**config.mk**
```make
export PLATFORM = sky130hd
export DESIGN_NAME = uart_stream_tx_flat
export DESIGN_NICKNAME = d
export VERILOG_FILES = /design/src/rtl/uart_pkg.sv /design/src/rtl/uart_stream_tx_if.sv /design/src/rtl/uart_sync_fifo.sv /design/src/rtl/uart_stream_tx.sv /design/src/flat_wrapper.sv
export SDC_FILE = /design/constraint.sdc
export NUM_CORES = 1
export LEC_CHECK = 0
export BUFFER_PORTS_ARGS = -buffer_cell sky130_fd_sc_hd__buf_4
export CAP_MARGIN = 5
export CORE_MARGIN = 3
export CORE_UTILIZATION = 55
export CTS_CLUSTER_DIAMETER = 60
export DETAILED_ROUTE_END_ITERATION = 6
export PLACE_DENSITY = 0.82
export SYNTH_ARGS = -nofsm -noshare
export SYNTH_HDL_FRONTEND = slang
export SYNTH_SLANG_ARGS = --single-unit
export TNS_END_PERCENT = 1
```
**constraint.sdc**
```tcl
create_clock -name clk -period 3.8 [get_ports clk]
set_input_delay 0.76 -clock clk [delete_from_list [all_inputs] [get_ports clk]]
set_output_delay 0.76 -clock clk [all_outputs]
set_load 0.1 [all_outputs]
```
**src/rtl/uart_pkg.sv**
```systemverilog
// Types and constants shared by the UART stream blocks (transmitter now,
// receiver later).
package uart_pkg;

    typedef enum logic [2:0] {
        ST_IDLE   = 3'd0,
        ST_START  = 3'd1,
        ST_DATA   = 3'd2,
        ST_PARITY = 3'd3,
        ST_STOP   = 3'd4
    } tx_state_t;

    localparam int PAR_NONE = 0;
    localparam int PAR_ODD  = 1;
    localparam int PAR_EVEN = 2;

endpackage

```
**src/rtl/uart_stream_tx_if.sv**
```systemverilog
// Word stream port feeding the UART transmitter.
// Handshake: a word moves on every clk edge where s_valid && s_ready; the
// producer may change s_data freely while s_valid is low.
interface uart_stream_tx_if #(
    parameter int DATA_BITS = 8
);
    logic [DATA_BITS-1:0] s_data;
    logic                 s_valid;
    logic                 s_ready;

    modport master (output s_data, output s_valid, input s_ready);
    modport slave  (input s_data, input s_valid, output s_ready);
endinterface

```
**src/rtl/uart_sync_fifo.sv**
```systemverilog
// Single-clock FIFO with extra-MSB pointers and a combinational read head.
module uart_sync_fifo #(
    parameter int WIDTH = 8,
    parameter int DEPTH = 8
) (
    input  logic                     clk,
    input  logic                     rst_n,
    input  logic                     wr_en,
    input  logic [WIDTH-1:0]         wr_data,
    input  logic                     rd_en,
    output logic [WIDTH-1:0]         rd_data,
    output logic                     full,
    output logic                     empty,
    output logic [$clog2(DEPTH):0]   level
);
    localparam int AW = $clog2(DEPTH);
    localparam logic [AW:0] PTR_ONE = {{AW{1'b0}}, 1'b1};

    if (DEPTH < 2 || (DEPTH & (DEPTH - 1)) != 0) begin : g_bad_depth
        $error("uart_sync_fifo: DEPTH must be a power of 2 and at least 2");
    end

    logic [AW:0]      wr_ptr_q, wr_ptr_d;
    logic [AW:0]      rd_ptr_q, rd_ptr_d;
    logic [WIDTH-1:0] mem_q [DEPTH];
    logic             do_wr, do_rd;

    // Same address bits with differing wrap bits means the writer lapped the reader.
    assign full    = (wr_ptr_q[AW] != rd_ptr_q[AW]) && (wr_ptr_q[AW-1:0] == rd_ptr_q[AW-1:0]);
    assign empty   = (wr_ptr_q == rd_ptr_q);
    assign level   = wr_ptr_q - rd_ptr_q;
    assign do_wr   = wr_en && !full;
    assign do_rd   = rd_en && !empty;
    assign rd_data = mem_q[rd_ptr_q[AW-1:0]];

    always_comb begin
        wr_ptr_d = wr_ptr_q;
        rd_ptr_d = rd_ptr_q;
        if (do_wr) wr_ptr_d = wr_ptr_q + PTR_ONE;
        if (do_rd) rd_ptr_d = rd_ptr_q + PTR_ONE;
    end

    always_ff @(posedge clk or negedge rst_n) begin
        if (!rst_n) begin
            wr_ptr_q <= '0;
            rd_ptr_q <= '0;
        end else begin
            wr_ptr_q <= wr_ptr_d;
            rd_ptr_q <= rd_ptr_d;
        end
    end

    always_ff @(posedge clk) begin
        if (do_wr) mem_q[wr_ptr_q[AW-1:0]] <= wr_data;
    end

endmodule

```
**src/rtl/uart_stream_tx.sv**
```systemverilog
// UART transmitter: buffers words from a valid/ready stream and sends them as
// start / LSB-first data / optional parity / stop frames, one bit per baud_tick.
module uart_stream_tx
    import uart_pkg::*;
#(
    parameter int DATA_BITS = 8,
    parameter int PARITY    = PAR_NONE,
    parameter int STOP_BITS = 1,
    parameter int DEPTH     = 8
) (
    input  logic                    clk,
    input  logic                    rst_n,
    input  logic                    baud_tick,
    uart_stream_tx_if.slave         s_if,
    output logic                    tx,
    output logic                    busy,
    output logic                    done,
    output logic [$clog2(DEPTH):0]  level,
    output tx_state_t               dbg_state
);
    localparam logic [2:0] LAST_BIT  = 3'(DATA_BITS - 1);
    localparam logic       LAST_STOP = 1'(STOP_BITS - 1);

    if (DATA_BITS < 5 || DATA_BITS > 8) begin : g_bad_data_bits
        $error("uart_stream_tx: DATA_BITS must be 5..8");
    end
    if (PARITY != PAR_NONE && PARITY != PAR_ODD && PARITY != PAR_EVEN) begin : g_bad_parity
        $error("uart_stream_tx: PARITY must be 0, 1 or 2");
    end
    if (STOP_BITS < 1 || STOP_BITS > 2) begin : g_bad_stop_bits
        $error("uart_stream_tx: STOP_BITS must be 1..2");
    end

    tx_state_t            state_q, state_d;
    logic [DATA_BITS-1:0] shift_q, shift_d;
    logic [2:0]           bit_idx_q, bit_idx_d;
    logic                 stop_cnt_q, stop_cnt_d;
    logic                 par_q, par_d;
    logic                 tx_q, tx_d;
    logic                 done_q, done_d;

    logic [DATA_BITS-1:0] fifo_head;
    logic                 fifo_full, fifo_empty, pop, head_par;

    uart_sync_fifo #(.WIDTH(DATA_BITS), .DEPTH(DEPTH)) u_fifo (
        .clk     (clk),
        .rst_n   (rst_n),
        .wr_en   (s_if.s_valid),
        .wr_data (s_if.s_data),
        .rd_en   (pop),
        .rd_data (fifo_head),
        .full    (fifo_full),
        .empty   (fifo_empty),
        .level   (level)
    );

    // Parity is taken from the head word at pop time, before the shifter consumes it.
    assign head_par = (PARITY == PAR_ODD) ? ~(^fifo_head) : (^fifo_head);

    always_comb begin
        state_d    = state_q;
        shift_d    = shift_q;
        bit_idx_d  = bit_idx_q;
        stop_cnt_d = stop_cnt_q;
        par_d      = par_q;
        tx_d       = tx_q;
        done_d     = 1'b0;
        pop        = 1'b0;
        if (baud_tick) begin
            case (state_q)
                ST_IDLE: begin
                    if (!fifo_empty) begin
                        pop     = 1'b1;
                        shift_d = fifo_head;
                        par_d   = head_par;
                        tx_d    = 1'b0;
                        state_d = ST_START;
                    end
                end
                ST_START: begin
                    tx_d      = shift_q[0];
                    shift_d   = shift_q >> 1;
                    bit_idx_d = 3'd0;
                    state_d   = ST_DATA;
                end
                ST_DATA: begin
                    if (bit_idx_q < LAST_BIT) begin
                        tx_d      = shift_q[0];
                        shift_d   = shift_q >> 1;
                        bit_idx_d = bit_idx_q + 3'd1;
                    end else if (PARITY != PAR_NONE) begin
                        tx_d    = par_q;
                        state_d = ST_PARITY;
                    end else begin
                        tx_d       = 1'b1;
                        stop_cnt_d = 1'b0;
                        state_d    = ST_STOP;
                    end
                end
                ST_PARITY: begin
                    tx_d       = 1'b1;
                    stop_cnt_d = 1'b0;
                    state_d    = ST_STOP;
                end
                ST_STOP: begin
                    if (stop_cnt_q < LAST_STOP) begin
                        stop_cnt_d = stop_cnt_q + 1'b1;
                    end else begin
                        done_d = 1'b1;
                        // Chain straight into the next start bit when more words wait.
                        if (!fifo_empty) begin
                            pop     = 1'b1;
                            shift_d = fifo_head;
                            par_d   = head_par;
                            tx_d    = 1'b0;
                            state_d = ST_START;
                        end else begin
                            tx_d    = 1'b1;
                            state_d = ST_IDLE;
                        end
                    end
                end
                default: begin
                    tx_d    = 1'b1;
                    state_d = ST_IDLE;
                end
            endcase
        end
    end

    always_ff @(posedge clk or negedge rst_n) begin
        if (!rst_n) begin
            state_q    <= ST_IDLE;
            shift_q    <= '0;
            bit_idx_q  <= 3'd0;
            stop_cnt_q <= 1'b0;
            par_q      <= 1'b0;
            tx_q       <= 1'b1;
            done_q     <= 1'b0;
        end else begin
            state_q    <= state_d;
            shift_q    <= shift_d;
            bit_idx_q  <= bit_idx_d;
            stop_cnt_q <= stop_cnt_d;
            par_q      <= par_d;
            tx_q       <= tx_d;
            done_q     <= done_d;
        end
    end

    assign s_if.s_ready = ~fifo_full;
    assign tx           = tx_q;
    assign done         = done_q;
    assign busy         = (state_q != ST_IDLE) || !fifo_empty;
    assign dbg_state    = state_q;

endmodule

```
**src/flat_wrapper.sv**
```systemverilog
// flat-port wrapper written by rule: the top's interface ports become plain ports
module uart_stream_tx_flat import uart_pkg::*;
#(
    parameter int DATA_BITS = 8,
    parameter int PARITY    = PAR_NONE,
    parameter int STOP_BITS = 1,
    parameter int DEPTH     = 8
)
  (clk, rst_n, baud_tick, tx, busy, done, level, dbg_state, s_if_s_data, s_if_s_valid, s_if_s_ready);
  uart_stream_tx_if #(.DATA_BITS(DATA_BITS)) s_if_i ();
  input  logic clk;
  input  logic rst_n;
  input  logic baud_tick;
  output logic tx;
  output logic busy;
  output logic done;
  output logic [$clog2(DEPTH):0] level;
  output tx_state_t dbg_state;
  input wire logic [$bits(s_if_i.s_data)-1:0] s_if_s_data;
  input wire logic [$bits(s_if_i.s_valid)-1:0] s_if_s_valid;
  output wire logic [$bits(s_if_i.s_ready)-1:0] s_if_s_ready;
  assign s_if_i.s_data = s_if_s_data;
  assign s_if_i.s_valid = s_if_s_valid;
  assign s_if_s_ready = s_if_i.s_ready;
  uart_stream_tx #(.DATA_BITS(DATA_BITS), .PARITY(PARITY), .STOP_BITS(STOP_BITS), .DEPTH(DEPTH)) u_core (.clk(clk), .rst_n(rst_n), .baud_tick(baud_tick), .s_if(s_if_i), .tx(tx), .busy(busy), .done(done), .level(level), .dbg_state(dbg_state));
endmodule
```
==> impl_metrics.csv <==
group,metric,value,unit
run_status,status,"completed",
grt,grt_pass1_wl,10490,um
clocking,cts_tree,"yes",
worst_setup_path,start_kind,"flip-flop",
synth,synthArstFlopShare,27.27,%
min_path,hold_path_class,"input pin to asynchronous set/reset pin",
clocking,h-tree-depth,3,
sta,fin_crit_sh,82.59,%
sta,setup_viol_count_final,0,
worst_setup_path,path_max_fanout,11,
grt,grt_use_met3,4.758,%
grt,antenna_found_initial,0,
floorplan,fp.dieW,89.95,um
worst_setup_path,crit_chain,"inv_1 > ha_1 > nand3_1 > or4_4 > buf_4",
floorplan,die_area,8091,um2
detailed_routing,drt-initial-drc-count,143,
synth,synth_area,3876,um2
clocking,clockBufferDepth,2,
synth,netlist_instances,266,
floorplan,start_util,58.70,%
finish,final_common_cell,"edfxtp_1",
clocking,cts_buffers,9,
detailed_routing,dr.pass1.iters,4,
detailed_routing,routed_wl,6503,um
worst_setup_path,slowest_delay,0.58,ns
placed_design,detailed_place.area,4106,um2
clocking,cts_resized,0,
sta,worst_slew_pin_slew,0.7781,ns
placed_design,portBuffers,22,
clocking,postCtsHoldBufs,0,
sta,finalClockSkew,0.007745,ns
worst_setup_path,critPathBufInv,2,
sta,slew_viol_final,0,
synth,synth-seq-cells,88,
floorplan,rows,29,
finish,design_area,4308,um2
grt,grt_overflow,0,
placed_design,place_ws,1.042,ns
clocking,cts.sinks,88,
floorplan,ioPinCount,23,
synth,syn_nets,285,
worst_setup_path,endpoint_kind,"primary output",
sta,setup_tns,0,ns
grt,grtUsageTotal,16.93,%
detailed_routing,drcViolationCount,0,
grt,grt_pass1_vias,2115,
worst_setup_path,critical_path_class,"flip-flop to primary output",
placed_design,globalplace.congestion,0.8304,
placed_design,hpwl,4431,um
floorplan,die_h,89.95,um
finish,area_growth,11.14,%
grt,met1_usage,22.65,%
synth,synth-seq-area-share,65.11,%
finish,diodes,0,
detailed_routing,vias_per_cell,5.555,
clocking,insertion_delay,0.36,ns
clocking,clockRootBuffer,"clkbuf_8",
synth,yosysUniqueCellTypes,45,
worst_setup_path,path_delay_family,"simple AND/OR/NAND/NOR gates",
sta,rsz0062_at_grt,"false",
synth,synth-edff-count,64,
floorplan,coreArea,6604,um2
grt,grt_max_degree,34,
sta,setup_slack,0.6614,ns
worst_setup_path,required,3.04,ns
worst_setup_path,arrival,2.38,ns
sta,hold_violations,0,
synth,synth_ff_type,"edfxtp_1",
sta,fin_crit,3.139,ns
finish,final_cell_mix,"edfxtp_1, buf_4, dfrtp_1",
detailed_routing,wl_per_cell,16.72,um
sta,fmax,318.6,MHz
clocking,clk_pin_slew_worst_paths,0.08,ns
synth,avgSynthCellArea,14.57,um2
job,cap_violations,0,
clocking,post_cts_buffers,0,
sta,relSlewSlack,47.93,%
finish,nNetsFinal,310,
detailed_routing,antenna_left,0,
grt,top_usage_layer,"met2",
finish,layout-drive-gt1-share,22.97,%
grt,use_met2,26.94,%
detailed_routing,vias,2161,
worst_setup_path,crit_slowest_cell,"or4_4",
synth,yosysWarningCount,0,
-- routing by layer --
layer  up-vias  share of wire, %
li1       1042                 -
met1      1052                45
met2        60                48
met3         7               6.5
met4         0               1.1
met5         -                 0
-- Yosys cell counts, types with 4 or more instances --
| library cell | number | area [um2] |
|---|---|---|
| nor2_1 | 10 | 37.54 |
| buf_2 | 4 | 20.02 |
| inv_1 | 14 | 52.55 |
| a21oi_1 | 5 | 25.02 |
| edfxtp_1 | 64 | 1922 |
| dfrtp_1 | 23 | 575.6 |
| nand3_1 | 5 | 25.02 |
| mux2i_1 | 16 | 160.2 |
| o21ai_0 | 9 | 45.04 |
| o31ai_1 | 8 | 60.06 |
| nand2_1 | 20 | 75.07 |
| ha_1 | 6 | 75.07 |
| xnor2_1 | 7 | 61.31 |
| a22o_1 | 7 | 61.31 |
| o22ai_1 | 9 | 56.30 |
| mux2_2 | 19 | 214.0 |
-- worst paths after layout --
path	from	to	slack [ns]	depth (start not counted)
max	u_core.u_fifo.rd_ptr_q[1]$_DFFE_PN0P_	busy	0.66	5
max in group asynchronous	rst_n	u_core.tx$_DFFE_PN1P_	3.22	1
min reg2reg	u_core.shift_q[2]$_DFFE_PN0P_	u_core.shift_q[2]$_DFFE_PN0P_	0.51	1
min	rst_n	u_core.bit_idx_q[2]$_DFFE_PN0P_	0.29	1
min in group clk	u_core.shift_q[2]$_DFFE_PN0P_	u_core.shift_q[2]$_DFFE_PN0P_	0.51	1
max reg2reg	u_core.u_fifo.rd_ptr_q[1]$_DFFE_PN0P_	u_core.u_fifo.mem_q[6][6]$_DFFE_PP_	1.17	6
-- state kept, by name, summed over array words and instances, names as in the netlist --
register / cells
u_core.shift_q: 8
u_core.u_fifo.rd_ptr_q: 4
u_core.bit_idx_q: 3
u_core.dbg_state: 3
u_core.done: 1
u_core.u_fifo.wr_ptr_q: 4
u_core.u_fifo.mem_q: 64
u_core.tx: 1
-- per-stage QoR --
stage	cells	hold WS [ns]	utilization (%)
after detailed placement	373	0.5006	62.18
after global routing	389	0.2989	65.23
final	389	0.2887	65.23
after CTS	389	0.2926	65.23
after floorplan	266	0.4644	-
after global placement	373	0.4932	62.18
-- cell type report --
type | count | area, um2
multi-input combinational | 153 | 1226
fill | 497 | 2296
clock buffer | 9 | 123.9
tap | 93 | 116.4
inverter | 14 | 52.55
timing repair buffer | 25 | 187.7
sequential | 88 | 2524
clock inverter | 7 | 77.57
-- worst reg2reg max path: cells and delay by family, from the launching register on --
family	cells	cell delay, ns
adder cells (fa/ha/maj)	1	0.30
flip-flops	1	0.56
buffers and inverters	1	0.08
AND/OR/NAND/NOR	3	1.08
AO/OA/AOI/OAI	1	0.23
-- logic make-up (layout without fill, tap and decap cells) --
group / count (synthesis) / after routing / share of synthesized area (%)
flops: 88 / 88 / 65.11
simple gates: 49 / 49 / 6.069
compound gates: 46 / 46 / 8.586
mux: 41 / 41 / 12.07
buf+inv: 25 / 55 / 3.260
xor+xnor: 10 / 10 / 2.453
fa+ha+maj: 7 / 7 / 2.453
Power is not shown: default switching activity piles up to over one toggle a cycle in this logic, so the estimate is an artifact.
